**src/rtl/regfile_wb_scoreboard.sv**
```systemverilog
// Write-back register file with per-register pending-write scoreboard.
// Serves two bypassed decode read ports and flags RAW/WAW hazards at issue.
module regfile_wb_scoreboard #(
    parameter int DATA_W   = 16,
    parameter int ADDR_W   = 3,
    parameter int NUM_REGS = 8
) (
    input  logic                clk,
    input  logic                rst_n,
    input  logic                RegWrite,
    input  logic [ADDR_W-1:0]   in_WriteReg,
    input  logic [DATA_W-1:0]   in_WriteData,
    input  logic [ADDR_W-1:0]   in_ReadReg1,
    input  logic [ADDR_W-1:0]   in_ReadReg2,
    output logic [DATA_W-1:0]   out_ReadData1,
    output logic [DATA_W-1:0]   out_ReadData2,
    input  logic                issue_valid,
    input  logic                issue_writes,
    input  logic [ADDR_W-1:0]   issue_dest,
    output logic                out_Stall,
    output logic [NUM_REGS-1:0] out_Busy,
    output logic [ADDR_W:0]     out_Pending
);

    logic [DATA_W-1:0]   regFile [NUM_REGS];
    logic [NUM_REGS-1:0] busyReg;
    logic [NUM_REGS-1:0] busyNext;
    logic [NUM_REGS-1:0] effBusy;
    logic [ADDR_W:0]     pendingReg;
    logic [ADDR_W:0]     pendingNext;
    logic                issueAccept;

    // Entry 0 is never written, so it stays at its reset value of zero.
    always_ff @(posedge clk or negedge rst_n) begin
        if (!rst_n) begin
            for (int i = 0; i < NUM_REGS; i++) begin
                regFile[i] <= '0;
            end
        end else if (RegWrite && (in_WriteReg != '0)) begin
            regFile[in_WriteReg] <= in_WriteData;
        end
    end

    // A write-back landing this cycle is forwarded straight to the readers.
    assign out_ReadData1 = (in_ReadReg1 == '0) ? '0 :
                           (RegWrite && (in_WriteReg == in_ReadReg1)) ? in_WriteData :
                           regFile[in_ReadReg1];
    assign out_ReadData2 = (in_ReadReg2 == '0) ? '0 :
                           (RegWrite && (in_WriteReg == in_ReadReg2)) ? in_WriteData :
                           regFile[in_ReadReg2];

    genvar gi;
    generate
        for (gi = 0; gi < NUM_REGS; gi++) begin : gScoreboard
            if (gi == 0) begin : gZero
                assign effBusy[gi]  = 1'b0;
                assign busyNext[gi] = 1'b0;
            end else begin : gEntry
                logic setBit;
                logic clrBit;
                assign clrBit = RegWrite && (in_WriteReg == ADDR_W'(gi));
                assign setBit = issueAccept && issue_writes && (issue_dest == ADDR_W'(gi));
                assign effBusy[gi] = busyReg[gi] && !clrBit;
                // A same-cycle write-back belongs to the older instruction, so the new mark wins.
                assign busyNext[gi] = setBit ? 1'b1 : (clrBit ? 1'b0 : busyReg[gi]);
            end
        end
    endgenerate

    assign out_Stall = issue_valid && (effBusy[in_ReadReg1] || effBusy[in_ReadReg2] ||
                                       (issue_writes && effBusy[issue_dest]));
    assign issueAccept = issue_valid && !out_Stall;

    always_comb begin
        pendingNext = '0;
        for (int i = 0; i < NUM_REGS; i++) begin
            pendingNext = pendingNext + (ADDR_W+1)'(busyNext[i]);
        end
    end

    always_ff @(posedge clk or negedge rst_n) begin
        if (!rst_n) begin
            busyReg    <= '0;
            pendingReg <= '0;
        end else begin
            busyReg    <= busyNext;
            pendingReg <= pendingNext;
        end
    end

    assign out_Busy    = busyReg;
    assign out_Pending = pendingReg;

endmodule

```
**config.mk**
```make
export PLATFORM = sky130hd
export DESIGN_NAME = regfile_wb_scoreboard
export DESIGN_NICKNAME = d
export VERILOG_FILES = /design/src/rtl/regfile_wb_scoreboard.sv
export SDC_FILE = /design/constraint.sdc
export NUM_CORES = 1
export LEC_CHECK = 0
export ABC_CLOCK_PERIOD_IN_PS = 11200
export BUFFER_PORTS_ARGS = -buffer_cell sky130_fd_sc_hd__buf_2
export CAP_MARGIN = 15
export CORE_MARGIN = 3
export CORE_UTILIZATION = 50
export DETAILED_ROUTE_END_ITERATION = 6
export GPL_TIMING_DRIVEN = 0
export PLACE_DENSITY = 0.69
export SETUP_SLACK_MARGIN = 0.5
export SYNTH_ARGS = -nofsm -noshare
export SYNTH_HDL_FRONTEND = slang
export SYNTH_SLANG_ARGS = --single-unit
export TNS_END_PERCENT = 10
```
**constraint.sdc**
```tcl
create_clock -name clk -period 11.2 [get_ports clk]
set_clock_uncertainty 0.05 [all_clocks]
set_input_delay 2.24 -clock clk [delete_from_list [all_inputs] [get_ports clk]]
set_output_delay 2.24 -clock clk [all_outputs]
set_load 0.05 [all_outputs]
```
==> metrics.cfg <==
[status]
status = finished, final reports clean

[routing]
wl_met1_mm = 8.96
num_vias = 5744
drc = 0
ant_nets = 0
topRoutingLayerUsed = met4
wire_per_inst_um = 24.1
firstDrtPassIters = 5
wl_met2_mm = 11.2
dr_wl_met3_mm = 1.61
vias_per_cell = 6.24
routed_wl_mm = 22.2
drtIter0Drc = 573

[clock_tree]
cts_tree = yes
cts_setup_buffers = 0
cts_buffer_depth = 2
cts_num_sinks = 138
clk_latency_ns = 0.43
htree_levels = 4
clk_pin_slew_ns = 0.06
cts_made_buffers = 17
cts_root_buffer = clkbuf_16
cts_resized = 0
cts_hold_buf = 0

[place]
dp_cells = 888
dp_worst_setup_slack_ns = 4.26
finalWeightedCongestion = 0.906
portBuffers = 55
placed_area_um2 = 8580
dp_hpwl_mm = 14.7

[sta]
fmax_mhz = 143
final.setup.tns_ns = 0
final-setup-viol-count = 0
hold_viol = 0
rsz0062_at_grt = false
fin_crit_ns = 7.00
worst_slew_pin_slew_ns = 1.27
finalMaxSlewViolations = 0
layout_setup_ws_ns = 4.20
period_share_pct = 62.5
relSlewSlack_pct = 14.5

[final_layout]
final_layout_size_suffix_gt1_share_pct = 40.8
fill_cells = 1290
final_cell_mix = dfrtp_1, mux2_2, buf_2
finalCoreUtilization_pct = 59.3
antenna_cells = 0
finalInstanceArea_um2 = 9140
finalNonFillerCells = 920
final_common_cell = dfrtp_1
layout.nets = 733
area_growth_pct = 14.2

[logic_synthesis]
synth_cell_types = 50
synthSimpleGateAreaFrac_pct = 8.43
synthCells = 620
seq_area_frac_synth_pct = 43.1
synth_top_area_share_pct = 43.1
synth_top_family_by_area = multiplexers
synth_xor_area_share_pct = 0.657
synth_area_leader_cell = dfrtp_1
synth_compound_area_share_pct = 5.71
synth-seq-cells = 138
netlist_area_um2 = 8000
synthMuxAreaShare_pct = 35.5
synthAdderAreaFrac_pct = 1.00
ys_warn_count = 0
synth_area_per_cell_um2 = 12.9
synth.area.top_cells = dfrtp_1, mux4_2, mux2_2

[grt]
antenna_found_initial = 0
grt_pass1_wl_mm = 34.9
grt_max_degree = 102
track_usage_pct = 26.0
first_global_vias = 6134
grt_overflow = 0

[worst_setup_path]
crit_path_start_kind = input port
critPathKind = input port to output pin
slowest_delay_ns = 1.03
endpoint_kind = output pin
arrival_ns = 4.71
crit_fanout = 10
crit_chain = buf_2 > buf_4 > buf_4 > nor3_1 > buf_2 > a211oi_1 > buf_2
worstPathRequired_ns = 8.91
slowest_stage = nor3_1
path_common_cell = buf_2

[die]
row_count = 45
dieHeight_um = 133
io_pins = 78
start_util_pct = 51.9
dieArea_um2 = 17600
coreArea_um2 = 15400
fp.dieW_um = 133

[worst_hold_path]
worstHoldPathType = flip-flop to flip-flop

[power_and_ir_drop]
p_leak_nw = 3.98
power.density_nw_per_um2 = 191
ir_worst_vdd_mv = 0.129

[job]
cap_viol_max_count = 0

[registers in the layout, indices dropped and copies added, names as in the netlist]
| signal | cells |
|---|---|
| out_Busy | 7 |
| regFile | 128 |
| out_Pending | 3 |
[synthesized netlist by cell type, drive strengths merged]
| cell | count |
|---|---|
| a2111o | 1 |
| a211oi | 32 |
| a21oi | 2 |
| a22oi | 1 |
| a32o | 1 |
| a32oi | 2 |
| and2 | 1 |
| and3 | 1 |
| and4 | 1 |
| and4b | 2 |
| and4bb | 3 |
| buf | 38 |
| clkbuf | 48 |
| conb | 1 |
| dfrtp | 138 |
| fa | 4 |
| inv | 4 |
| mux2 | 96 |
| mux2i | 32 |
| mux4 | 64 |
| nand2 | 59 |
| nand2b | 6 |
| nand3 | 2 |
| nand3b | 1 |
| nand4 | 4 |
| nand4b | 5 |
| nand4bb | 1 |
| nor2 | 35 |
| nor2b | 4 |
| nor3 | 3 |
| nor4 | 1 |
| nor4b | 1 |
| o2111ai | 1 |
| o211ai | 1 |
| o21a | 1 |
| o21ai | 1 |
| o221ai | 1 |
| o22a | 2 |
| o22ai | 1 |
| o311ai | 1 |
| o31a | 3 |
| o31ai | 7 |
| or3b | 1 |
| xnor2 | 6 |
[area by class of cell]
type                    count  area, µm²  share of cell area, %
plain buffers              86        425                   4.65
clock buffers              19        443                   4.84
clock inverters            13        119                   1.30
inverters                   4       15.0                  0.164
multi-input cells         393       4110                   45.0
flip-flops and latches    138       3450                   37.8
well taps                 211        264                   2.89
repair buffers             56        309                   3.38
[through the flow]
| stage | hold WS [ns] | power [W] |
|---|---|---|
| 3_5_place_dp | 0.418 | 0.00122 |
| 3_3_place_gp | 0.403 | 0.00119 |
| 5_1_grt | 0.458 | 0.00182 |
| 2_1_floorplan | 0.391 | 0.00107 |
| 6_report | 0.425 | 0.00175 |
| 4_1_cts | 0.435 | 0.00176 |
[per-layer routing]
metal,global-route usage (%),up-vias
met5,0,-
met4,8.37,0
met3,6.58,38
met2,43.3,267
met1,33.8,2982
li1,-,2457
[path summary, 6_finish.rpt]
path | start | end | slack (ns) | cells after the start
min in group asynchronous | rst_n | regFile[120] | 1.67 | 1
worst max-delay path | in_ReadReg2[0] | out_ReadData2[14] | 4.20 | 7
worst min-delay path | regFile[121] | regFile[121] | 0.43 | 1
worst min register to register | regFile[121] | regFile[121] | 0.43 | 1
max in group asynchronous | rst_n | regFile[81] | 8.62 | 2
worst max register to register | out_Busy[6] | out_Pending[1] | 7.29 | 11
[where the power goes]
part           total, W  leakage (nW)  internal [W]  switching [W]
Clock          0.000540         0.267      0.000313       0.000227
Combinational  0.000539          2.01      0.000228       0.000311
Sequential     0.000672          1.71      0.000597      0.0000747
Total           0.00175          3.98       0.00114       0.000613
[logic make-up after synthesis]
family | after synthesis
compound gates | 58
other cells | 1
fa+ha+maj | 4
xor+xnor | 6
buf+inv | 90
flops | 138
simple gates | 131
mux | 192
[worst max-delay path, delay by kind of cell]
family,cells,cell delay (ns)
compound gates,1,0.13
buf+inv,5,1.30
simple gates,1,1.03
Note: power is estimated with default switching activity, not from simulation.
